===== src/rtl/instr_encoder_fifo.sv =====
// instr_encoder_fifo: packs a format code, register fields and a 64-bit signed
// immediate into a 32-bit LEGv8 word (LDUR/STUR/CBZ). Words whose immediate
// cannot be recovered by sign extension, and illegal formats, are dropped and
// flagged. Accepted words pass through one register stage (S1) and then queue
// in a DEPTH-entry FIFO for the consumer.
module instr_encoder_fifo #(
   parameter int DEPTH = 4
) (
   input  logic                    clk,
   input  logic                    reset,
   input  logic                    in_valid,
   output logic                    in_ready,
   input  logic [1:0]              in_fmt,
   input  logic [63:0]             in_imm,
   input  logic [4:0]              in_rn,
   input  logic [4:0]              in_rt,
   output logic                    out_valid,
   input  logic                    out_ready,
   output logic [31:0]             out_word,
   output logic [$clog2(DEPTH):0]  level,
   output logic                    err_range,
   output logic                    err_fmt,
   input  logic                    err_clear
);

   localparam int PW = $clog2(DEPTH);
   localparam int LW = PW + 1;

   // D-type immediates are 9-bit signed: everything above bit 8 must be a copy of bit 8
   function automatic logic d_imm_fits(input logic [63:0] imm);
      return (&imm[63:8]) | ~(|imm[63:8]);
   endfunction

   // CB-type immediates are 19-bit signed
   function automatic logic cb_imm_fits(input logic [63:0] imm);
      return (&imm[63:18]) | ~(|imm[63:18]);
   endfunction

   function automatic logic [31:0] encode_word(input logic [1:0]  fmt,
                                               input logic [63:0] imm,
                                               input logic [4:0]  rn,
                                               input logic [4:0]  rt);
      logic [31:0] w;
      case (fmt)
         2'd0:    w = {11'b11111000010, imm[8:0], 2'b00, rn, rt};
         2'd1:    w = {11'b11111000000, imm[8:0], 2'b00, rn, rt};
         default: w = {8'b10110100, imm[18:0], rt};
      endcase
      return w;
   endfunction

   logic              s1_valid_q, s1_valid_d;
   logic [31:0]       s1_word_q, s1_word_d;
   logic [PW-1:0]     wr_ptr_q, wr_ptr_d;
   logic [PW-1:0]     rd_ptr_q, rd_ptr_d;
   logic [LW-1:0]     level_q, level_d;
   logic              err_range_q, err_range_d;
   logic              err_fmt_q, err_fmt_d;
   logic [31:0]       mem_q [DEPTH];

   logic              accept;
   logic              fmt_bad;
   logic              imm_ok;
   logic              load;
   logic              push;
   logic              pop;
   logic [LW-1:0]     occupancy;

   // S1 counts against capacity so that a word in S1 always has a FIFO slot waiting
   assign occupancy = level_q + LW'(s1_valid_q);
   assign in_ready  = reset & (occupancy < LW'(DEPTH));
   assign out_valid = reset & (level_q != '0);
   assign pop       = out_valid & out_ready;
   assign out_word  = out_valid ? mem_q[rd_ptr_q] : 32'd0;
   assign level     = reset ? level_q : '0;
   assign err_range = reset & err_range_q;
   assign err_fmt   = reset & err_fmt_q;

   // Next-state: accept/drop decision, S1 hand-off, FIFO pointers and sticky errors
   always_comb begin
      accept  = in_valid & in_ready;
      fmt_bad = (in_fmt == 2'd3);
      imm_ok  = (in_fmt == 2'd2) ? cb_imm_fits(in_imm) : d_imm_fits(in_imm);
      load    = accept & ~fmt_bad & imm_ok;
      push    = reset & s1_valid_q & ((level_q != LW'(DEPTH)) | pop);

      s1_valid_d = load | (s1_valid_q & ~push);
      s1_word_d  = load ? encode_word(in_fmt, in_imm, in_rn, in_rt) : s1_word_q;

      wr_ptr_d = push ? wr_ptr_q + PW'(1) : wr_ptr_q;
      rd_ptr_d = pop  ? rd_ptr_q + PW'(1) : rd_ptr_q;

      level_d = level_q;
      case ({push, pop})
         2'b10:   level_d = level_q + LW'(1);
         2'b01:   level_d = level_q - LW'(1);
         default: level_d = level_q;
      endcase

      // a new error on the clearing edge wins over the clear
      err_range_d = (err_clear ? 1'b0 : err_range_q) | (accept & ~fmt_bad & ~imm_ok);
      err_fmt_d   = (err_clear ? 1'b0 : err_fmt_q) | (accept & fmt_bad);
   end

   // Control state: synchronous active-low reset discards everything buffered
   always_ff @(posedge clk) begin
      if (!reset) begin
         s1_valid_q  <= 1'b0;
         wr_ptr_q    <= '0;
         rd_ptr_q    <= '0;
         level_q     <= '0;
         err_range_q <= 1'b0;
         err_fmt_q   <= 1'b0;
      end else begin
         s1_valid_q  <= s1_valid_d;
         wr_ptr_q    <= wr_ptr_d;
         rd_ptr_q    <= rd_ptr_d;
         level_q     <= level_d;
         err_range_q <= err_range_d;
         err_fmt_q   <= err_fmt_d;
      end
   end

   // Data storage: qualified by the valid/occupancy state, so no reset needed
   always_ff @(posedge clk) begin
      s1_word_q <= s1_word_d;
      if (push) begin
         mem_q[wr_ptr_q] <= s1_word_q;
      end
   end

endmodule


===== config.mk =====
export PLATFORM = sky130hd
export DESIGN_NAME = instr_encoder_fifo
export DESIGN_NICKNAME = d
export VERILOG_FILES = /design/src/rtl/instr_encoder_fifo.sv
export SDC_FILE = /design/constraint.sdc
export NUM_CORES = 1
export LEC_CHECK = 0
export CAP_MARGIN = 20
export CORE_MARGIN = 2
export CORE_UTILIZATION = 30
export CTS_CLUSTER_SIZE = 16
export DETAILED_ROUTE_END_ITERATION = 7
export GPL_TIMING_DRIVEN = 0
export PLACE_DENSITY = 0.64
export SYNTH_ARGS = -nofsm -noshare
export SYNTH_HDL_FRONTEND = slang
export SYNTH_SLANG_ARGS = --single-unit

===== constraint.sdc =====
create_clock -name clk -period 2 [get_ports clk]
set_input_delay 0.2 -clock clk [delete_from_list [all_inputs] [get_ports clk]]
set_output_delay 0.2 -clock clk [all_outputs]
set_load 0.01 [all_outputs]

* Yosys cells after proc, flatten, opt, wreduce, memory -nomap -nowiden
Memory sizes are Yosys's and may differ from the RTL's. A register that Yosys moved wholly into a read port is not among the register bits.
Index checks and enable logic that the tools add are counted.
Widths: inputs -> output; s select.
** Storage, ports and cells
- Register bits after elaboration :: 42
- Memory bits (writable) :: 128
- Input bits :: 81
- Word-level logic and storage cells :: 62
- Output and inout bits :: 39
- Memories :: 1
** Cells by class
- Add/subtract/negate cells :: 5
- Order comparisons :: 1
- Multiplexer cells :: 11
- Equality and inequality tests :: 6
- Reduce and logical (&&, ||, !) cells :: 7
- Bitwise logic cells :: 24
** Memories
- mem_q :: depth 4, width 32, read ports 1, clocked after memory_dff 1, wr ports 1, RTL line 59 : logic [31:0] mem_q [DEPTH];
** Operators by type and width (count)
- $pmux 31 s2 :: 1
- $reduce_and 56->1 :: 1
- $reduce_or 56->1 :: 1
- $reduce_and 46->1 :: 1
- $reduce_or 46->1 :: 1
- $mux 32 :: 1
- $and 1x1->1 :: 13
- $eq 2x2->1 const B :: 3
- $or 1x1->1 :: 6
- $pmux 3 s2 :: 1
- $mux 1 :: 5
- $not 1->1 :: 5
- $add 2x1->2 const B :: 2
- $eq 2x1->1 const B :: 2
- $mux 2 :: 2
- $add 3x1->3 :: 1
- $add 3x1->3 const B :: 1
- $lt 3x3->1 const B :: 1
- $mux 3 :: 1
- $ne 3x3->1 const B :: 1
- $reduce_bool 3->1 :: 1
- $sub 3x1->3 const B :: 1
- $logic_not 2->1 :: 1
- $reduce_bool 2->1 :: 1

* Logic depth before layout (Yosys ltp)
Gate-level depths: netlist of run 1.
- Depth after elaboration :: 8
- Mapped depth :: 8
- Depth with buffers taken out :: 7

* Worst setup path before layout of run 1
OpenSTA, ideal clock, no wires.
- Kind :: register to register
- Start point :: reg s1_valid_q
- End point :: reg s1_word_q[0], enable pin
- Arrival time :: 1.650 ns
- Cell stages (with the launch flop) :: 6
- Slack :: -0.028 ns
- Required time :: 1.622 ns
- Setup time :: 0.378 ns
- Clock period less this slack :: 2.028 ns
- Buffers on the path :: 1
- Cells stage by stage :: dfxtp_1 buf_2 a31o_1 a21boi_1 nand3_1 a21oi_4
** Between the ends
- Word-level cells in the longest chain between the ends :: 6
** RTL lines
- from (decl) :: RTL line 52 : logic s1_valid_q, s1_valid_d;
- from (signal assigned) :: RTL line 115 : s1_valid_q <= s1_valid_d;
- $add 3x1->3 :: RTL line 70 : assign occupancy = level_q + LW'(s1_valid_q);
- $lt 3x3->1 :: RTL line 71 : assign in_ready = reset & (occupancy < LW'(DEPTH));
- $and 1x1->1 :: RTL line 71
- via in_ready :: RTL line 12 : output logic in_ready,
- $and 1x1->1 :: RTL line 81 : accept = in_valid & in_ready;
- $and 1x1->1 (2 in series) :: RTL line 84 : load = accept & ~fmt_bad & imm_ok;
- via load :: RTL line 64 : logic load;
- to (signal assigned) :: RTL line 126 : s1_word_q <= s1_word_d;
- to (decl) :: RTL line 53 : logic [31:0] s1_word_q, s1_word_d;
The timed path passes the listed nets, and every way through them passes these cells.
A chain may end at the register's enable or synchronous reset.

* Worst setup path after layout of run 1
- Start point :: reg level_q[0]
- End point :: out out_word[8]
** Between the ends
- Word-level cells in the longest chain between the ends :: 3
** RTL lines
- from (decl) :: RTL line 56 : logic [LW-1:0] level_q, level_d;
- from (signal assigned) :: RTL line 118 : level_q <= level_d;
- $reduce_bool 3->1 :: RTL line 72 : assign out_valid = reset & (level_q != '0);
- $and 1x1->1 :: RTL line 72
- $mux 32 :: RTL line 74 : assign out_word = out_valid ? mem_q[rd_ptr_q] : 32'd0;
- to (decl) :: RTL line 19 : output logic [31:0] out_word,
No other way between the ends.

==> flow_summary.json, run 1 <==
{
  "drt-initial-drc-count": 261,
  "grt_first_pass_wirelength_um": 21200,
  "port_buffers": 115,
  "worstHoldStart": "reset",
  "final.setup_skew_ns": 0.0108,
  "worst_ep_required_time_ns": 1.80,
  "drt-wirelength-per-cell_um": 17.4,
  "cts_num_sinks": 142,
  "synthMostInstantiatedCell": "sky130_fd_sc_hd__edfxtp_1",
  "placed_cells_incl_taps": 729,
  "critPathTopFamily": "simple AND/OR/NAND/NOR gates",
  "async_reset_ff_frac": 0,
  "vdd_ir_drop_max_mv": 0.554,
  "top_level_ports": 120,
  "timing_max_transition_violations_final": 0,
  "worst_slew_margin_relative_to_its_limit": 0.623,
  "chipHeight_um": 145,
  "critPathMaxStageDelay_ns": 0.46,
  "area_taken_by_multi_input_logic_gates_um2": 1820,
  "fillers": 1699,
  "globalplace.congestion": 0.867,
  "dieWidth_um": 145,
  "via_count": 3642,
  "regArea_um2": 4160,
  "arrival_ns": 1.91,
  "rsz0062_at_grt": "true",
  "post-route-drc-count": 0,
  "worst_r2r_endpoint": "level_q[2]",
  "outcome": "complete, but fails checks",
  "violations": "negative setup slack",
  "detail_route.wirelength_um": 13600,
  "synth_area_leader_cell": "sky130_fd_sc_hd__edfxtp_1",
  "ctsHtreeMaxLevel": 4,
  "layout.cells.non_filler": 784,
  "yosys.area.top_type_share": 0.656,
  "power.density_cell_area_nw_per_um2": 722,
  "cts_hold_repair.buffers": 0,
  "max_clock_freq_ghz": 0.473,
  "cp.buffers_inverters": 3,
  "reg2reg_depth": 8,
  "fraction_of_layout_cells_with_a_size_suffix_above_1": 0.353,
  "syn-cell-area_um2": 5950,
  "crit-reg2reg-launch": "level_q[2]",
  "root_buffer_cell": "sky130_fd_sc_hd__clkbuf_16",
  "detailedRoute.firstPassIterationCount": 4,
  "synth_seq_cells": 142,
  "grt_max_degree": 17,
  "design.final.nets": 594,
  "ctsLongestPathBuffers": 2,
  "syn_inst": 344,
  "core.rowCount": 51,
  "grt_util_overall": 0.138,
  "grt_overflow_total": 0,
  "edff_count_synth": 130,
  "fin_crit_sh": 1.06,
  "insertion_delay_to_the_later_sink_of_the_worst_skew_pair_ns": 0.41,
  "netlist_top_cells_area": "sky130_fd_sc_hd__edfxtp_1, sky130_fd_sc_hd__mux4_2, sky130_fd_sc_hd__and2_1, sky130_fd_sc_hd__dfxtp_1, sky130_fd_sc_hd__mux2_1",
  "leakage_uw": 0.00290,
  "synth_ff_type": "sky130_fd_sc_hd__edfxtp_1",
  "tritoncts": "done",
  "netlist-cell-type-count": 40,
  "die_area_um2": 21000,
  "finalHoldViolCount": 0,
  "cell_by_cell_listing_of_the_critical_path": "and2_4 -> or3_4 -> buf_6 -> buf_16 -> and2_4 -> buf_6",
  "crit_fanout": 5,
  "ys.warnings.count": 0,
  "hold_path_end": "wr_ptr_q[1]",
  "final.min_clock_period_ns": 2.11,
  "worst_pin_slew_ns": 0.566,
  "worst_hold_path.num_cells": 3,
  "final_antenna_diode_count": 0,
  "area.growth.synth_to_final_pct": 44.4,
  "worst-r2r-setup-slack_ns": 0.09,
  "cts_buffers": 17,
  "worstHoldPathType": "input pin to flop",
  "part_of_the_yosys_area_used_for_sequential_elements": 0.697,
  "design.core.area_um2": 19500,
  "dp_hpwl_um": 9520,
  "cp-start-kind": "flop",
  "drt.antenna.violating_nets": 0,
  "cp_slowest_cell": "sky130_fd_sc_hd__or3_4",
  "clk_pin_slew_worst_paths_ns": 0.05,
  "worst-setup-path-type": "flop to output pin",
  "first_global_vias": 3903,
  "timing.critical_path.to_type": "output pin",
  "viasPerCell": 4.65,
  "floorplan.initialDensity": 0.306,
  "max_cap_violations": 0,
  "antenna_found_initial": 0,
  "final_critical_path_setup_slack_ns": -0.115,
  "utilization": 0.441,
  "avgSynthCellArea_um2": 17.3,
  "final_count_of_negative_setup_slack_endpoints": 27,
  "ys_top_cells_by_count": "sky130_fd_sc_hd__edfxtp_1, sky130_fd_sc_hd__and2_1, sky130_fd_sc_hd__mux4_2"
}
-- state kept, by name, indices dropped and copies added, names as in the netlist, named ones only --
name	flops
s1_word_q	26
mem_q	104
s1_valid_q	1
rd_ptr_q	2
err_range_q	1
err_fmt_q	1
level_q	3
wr_ptr_q	2
-- repair_timing --
item / 4_1_cts / 5_1_grt
hold endpoints to repair: 0 / 0
cloned: 3 / 0
buffers inserted: 21 / 5
pin swaps: 9 / 18
setup endpoints to repair: 163 / 64
gates resized for setup: 220 / 30
-- power breakdown --
| part | total, µW | switching [µW] | internal (µW) |
|---|---|---|---|
| combinational | 278 | 106 | 172 |
| sequential | 3200 | 0.610 | 3200 |
| clock | 2720 | 1050 | 1670 |
| total | 6200 | 1160 | 5040 |
-- worst register-to-register path, delay by kind of cell, from the launching register on --
family | cells | cell delay [ns]
simple gates | 3 | 0.46
fa+ha+maj | 1 | 0.40
flops | 1 | 0.35
compound gates | 2 | 0.33
buf+inv | 1 | 0.14
xor+xnor | 1 | 0.13
-- how the worst max path moves through the flow --
| stage | from | endpoint | slack (ns) | depth (start not counted) |
|---|---|---|---|---|
| after floorplan | in_imm[46] | s1_word_q[0] | -0.02 | 4 |
| after global placement | in_imm[11] | s1_word_q[10] | -1.02 | 5 |
| after detailed placement | in_imm[11] | s1_word_q[9] | -1.05 | 5 |
| after CTS | level_q[2] | out_word[9] | -0.12 | 6 |
| after global routing | flop | out_word[30] | -0.16 | 6 |
| final | level_q[0] | out_word[8] | -0.11 | 6 |
-- metrics by stage --
step | setup WS [ns] | TNS, ns | hold WS (ns) | power (µW) | instance area (µm²)
global placement | -1.02 | -124.15 | 0.462 | 3540 | 7450
CTS | -0.119 | -2.18 | 0.186 | 6250 | 8450
detailed placement | -1.05 | -106.01 | 0.468 | 3540 | 7510
floorplan | -0.0198 | -0.514 | 0.294 | 3330 | 5970
global route | -0.164 | -4.46 | 0.230 | 6420 | 8590
finish | -0.115 | -2.03 | 0.210 | 6200 | 8590
-- logic make-up after synthesis --
kind of cell             Yosys count  share of synthesized area
other                              1                   0.000631
multiplexers                      41                      0.127
XOR/XNOR                           6                    0.00884
adder cells (fa/ha/maj)            5                     0.0118
AO/OA/AOI/OAI                     16                     0.0234
buffers and inverters             30                     0.0244
flip-flops                       142                      0.697
AND/OR/NAND/NOR                  103                      0.108
-- cells in the final DEF (no fill, tap or decap), types with 8 or more instances in the layout --
cell type,netlist,routed
sky130_fd_sc_hd__clkbuf_1,8,8
sky130_fd_sc_hd__buf_6,0,37
sky130_fd_sc_hd__edfxtp_1,130,130
sky130_fd_sc_hd__clkdlybuf4s50_1,0,77
sky130_fd_sc_hd__mux2_1,13,13
sky130_fd_sc_hd__clkbuf_16,0,17
sky130_fd_sc_hd__nand2_1,12,12
sky130_fd_sc_hd__buf_4,6,16
sky130_fd_sc_hd__nor4_2,4,8
sky130_fd_sc_hd__buf_8,0,8
sky130_fd_sc_hd__mux4_2,26,26
sky130_fd_sc_hd__nor4_1,13,8
sky130_fd_sc_hd__and2_4,0,32
sky130_fd_sc_hd__and2_1,44,12
sky130_fd_sc_hd__nand4_1,18,18
-- layout make-up --
class | instances | share of cell area
Buffer | 20 | 0.0235
Multi-Input combinational cell | 174 | 0.212
Timing Repair Buffer | 146 | 0.179
Clock inverter | 9 | 0.00845
Sequential cell | 142 | 0.484
Tap cell | 265 | 0.0386
Inverter | 7 | 0.00306
Clock buffer | 21 | 0.0513
-- per-layer routing --
metal	wire length, µm	vias up	track usage	share of wire
met2	7040	136	0.243	0.52
met1	5460	1809	0.162	0.40
met3	963	13	0.0428	0.071
met4	161	0	0.0424	0.012
met5	0	-	0	0
li1	-	1684	-	-
Note: power is estimated with default switching activity, not from simulation.
==> run 2: changes to the inputs <==
--- a/config.mk
+++ b/config.mk
@@ -6,12 +6,13 @@
 export NUM_CORES = 1
 export LEC_CHECK = 0
 export CAP_MARGIN = 20
-export CORE_MARGIN = 2
+export CORE_MARGIN = 5
 export CORE_UTILIZATION = 30
 export CTS_CLUSTER_SIZE = 16
 export DETAILED_ROUTE_END_ITERATION = 7
 export GPL_TIMING_DRIVEN = 0
 export PLACE_DENSITY = 0.64
+export SLEW_MARGIN = 20
 export SYNTH_ARGS = -nofsm -noshare
 export SYNTH_HDL_FRONTEND = slang
 export SYNTH_SLANG_ARGS = --single-unit
==> constraint.sdc (replaced) <==
create_clock -name clk -period 2 [get_ports clk]
set_input_delay 0.5 -clock clk [delete_from_list [all_inputs] [get_ports clk]]
set_output_delay 0.5 -clock clk [all_outputs]
set_load 0.01 [all_outputs]
==> flow_summary.json, run 2 (same netlist as run 1, synthesis figures left out) <==
{
  "worst_ep_required_time_ns": 1.50,
  "timing.hold.ws_ns": 0.387,
  "drt.antenna.violating_nets": 0,
  "chipHeight_um": 151,
  "grt_max_degree": 27,
  "final.setup_skew_ns": 0.00720,
  "vdd_ir_drop_max_mv": 0.604,
  "placed_cells_incl_taps": 725,
  "layout.cells.most_common_list": "sky130_fd_sc_hd__edfxtp_1, sky130_fd_sc_hd__buf_6, sky130_fd_sc_hd__and2_4",
  "antenna_found_initial": 0,
  "grt_util_overall": 0.132,
  "dieWidth_um": 151,
  "floorplan.initialDensity": 0.306,
  "detail_route.wirelength_um": 14900,
  "post-route-drc-count": 0,
  "crit_fanout": 7,
  "detailedRoute.firstPassIterationCount": 4,
  "drt-initial-drc-count": 188,
  "cts_hold_repair.buffers": 0,
  "worst-setup-path-type": "flop to output pin",
  "timing.critical_path.to_type": "output pin",
  "layout.cells.non_filler": 782,
  "fin_crit_sh": 1.24,
  "area.growth.synth_to_final_pct": 44.8,
  "clk_pin_slew_worst_paths_ns": 0.06,
  "largest_register_ffs": 104,
  "power.density_cell_area_nw_per_um2": 765,
  "globalplace.congestion": 0.747,
  "core.rowCount": 51,
  "outcome": "complete, but fails checks",
  "grt_first_pass_wirelength_um": 22300,
  "violations": "negative setup slack",
  "port_buffers": 115,
  "worstHoldPathType": "input pin to flop",
  "tritoncts": "done",
  "worst-r2r-setup-slack_ns": 0.10,
  "layout_commonest_cell": "sky130_fd_sc_hd__edfxtp_1",
  "viasPerCell": 4.75,
  "cp-start-kind": "flop",
  "design.final.nets": 590,
  "worst_pin_slew_ns": 0.642,
  "top_regs": "mem_q x104, s1_word_q x26, level_q x3",
  "first_global_vias": 4089,
  "utilization": 0.443,
  "via_count": 3716,
  "final_critical_path_setup_slack_ns": -0.476,
  "rsz0062_at_grt": "true",
  "drt-wirelength-per-cell_um": 19.1,
  "worst_slew_margin_relative_to_its_limit": 0.572,
  "fillers": 1696,
  "cts_num_sinks": 142,
  "insertion_delay_to_the_later_sink_of_the_worst_skew_pair_ns": 0.41,
  "fraction_of_layout_cells_with_a_size_suffix_above_1": 0.449,
  "grt_overflow_total": 0,
  "dp_hpwl_um": 9150,
  "design.core.area_um2": 19500,
  "arrival_ns": 1.98,
  "cts_buffers": 17,
  "leakage_uw": 0.00299,
  "top_level_ports": 120,
  "final_antenna_diode_count": 0,
  "ctsHtreeMaxLevel": 4,
  "final.min_clock_period_ns": 2.48,
  "top_register": "mem_q",
  "ctsLongestPathBuffers": 2,
  "root_buffer_cell": "sky130_fd_sc_hd__clkbuf_16",
  "max_clock_freq_ghz": 0.404,
  "die_area_um2": 22700,
  "finalHoldViolCount": 0,
  "final_count_of_negative_setup_slack_endpoints": 38,
  "timing_max_transition_violations_final": 0,
  "max_cap_violations": 0
}
-- run 2: cell count changes in the layout (fill, tap and decap cells not counted), moves of 6 or more --
cell / change
sky130_fd_sc_hd__clkdlybuf4s50_1: -54
sky130_fd_sc_hd__buf_2: +16
sky130_fd_sc_hd__clkbuf_2: +15
sky130_fd_sc_hd__dlygate4sd2_1: +9
sky130_fd_sc_hd__clkdlybuf4s15_1: +6
sky130_fd_sc_hd__nor4_1: -6
-- run 2: worst paths after layout --
| check | cells after the start | startpoint | end |
|---|---|---|---|
| max | 7 | level_q[2] | out_word[30] |
| min | 3 | reset | wr_ptr_q[1] |
| max reg2reg | 8 | level_q[1] | level_q[2] |
| min reg2reg | 2 | err_fmt_q | err_fmt_q |
-- run 2: area by class of cell --
class | count | area, µm² | share of cell area
inverter | 7 | 26.3 | 0.00305
clock inverter | 7 | 113 | 0.0131
timing repair buffer | 138 | 1320 | 0.154
sequential | 142 | 4160 | 0.483
clock buffer | 25 | 475 | 0.0552
buffer | 20 | 245 | 0.0285
multi-input combinational | 178 | 1940 | 0.225
tap | 265 | 332 | 0.0385
-- run 2: timing repair --
item | CTS | global route
gates resized for setup | 351 | 62
cloned | 6 | 4
buffers inserted | 18 | 1
pin swaps | 26 | 22
setup endpoints to repair | 168 | 112
-- run 2: critical path, cell delays in order (launching register included) --
cell and delay [ns]:
sky130_fd_sc_hd__dfxtp_4 0.35, sky130_fd_sc_hd__and2_4 0.13, sky130_fd_sc_hd__or3_4 0.42, sky130_fd_sc_hd__clkbuf_16 0.18, sky130_fd_sc_hd__buf_12 0.13, sky130_fd_sc_hd__and2_4 0.13
sky130_fd_sc_hd__buf_6 0.10, sky130_fd_sc_hd__buf_6 0.11
-- run 2: routing by layer --
layer	up-vias	share of wire	GRT usage
met5	-	0	0
met4	0	0.010	0.0304
met3	14	0.072	0.0440
met2	161	0.50	0.220
met1	1865	0.41	0.166
li1	1676	-	-
-- run 2: report_power, final --
group          switching (µW)  internal, µW
Clock                    1110          2020
Sequential              0.646          3200
Combinational             118           142
-- run 2: per-stage QoR --
step	area (µm²)	power, µW	TNS (ns)	worst slack, ns
2_1_floorplan	6080	3330	-10.65	-0.320
3_3_place_gp	7560	3540	-127.29	-1.26
4_1_cts	8590	6610	-12.20	-0.507
5_1_grt	8610	6780	-13.75	-0.530
3_5_place_dp	7560	3540	-134.46	-1.30
6_report	8610	6590	-11.33	-0.476
==> run 3: changes to the inputs <==
--- a/config.mk
+++ b/config.mk
@@ -12,7 +12,6 @@
 export DETAILED_ROUTE_END_ITERATION = 7
 export GPL_TIMING_DRIVEN = 0
 export PLACE_DENSITY = 0.64
-export SLEW_MARGIN = 20
 export SYNTH_ARGS = -nofsm -noshare
 export SYNTH_HDL_FRONTEND = slang
 export SYNTH_SLANG_ARGS = --single-unit
==> results of run 3 <==
The final DEF is identical to that of run 2; final timing and power are the same.
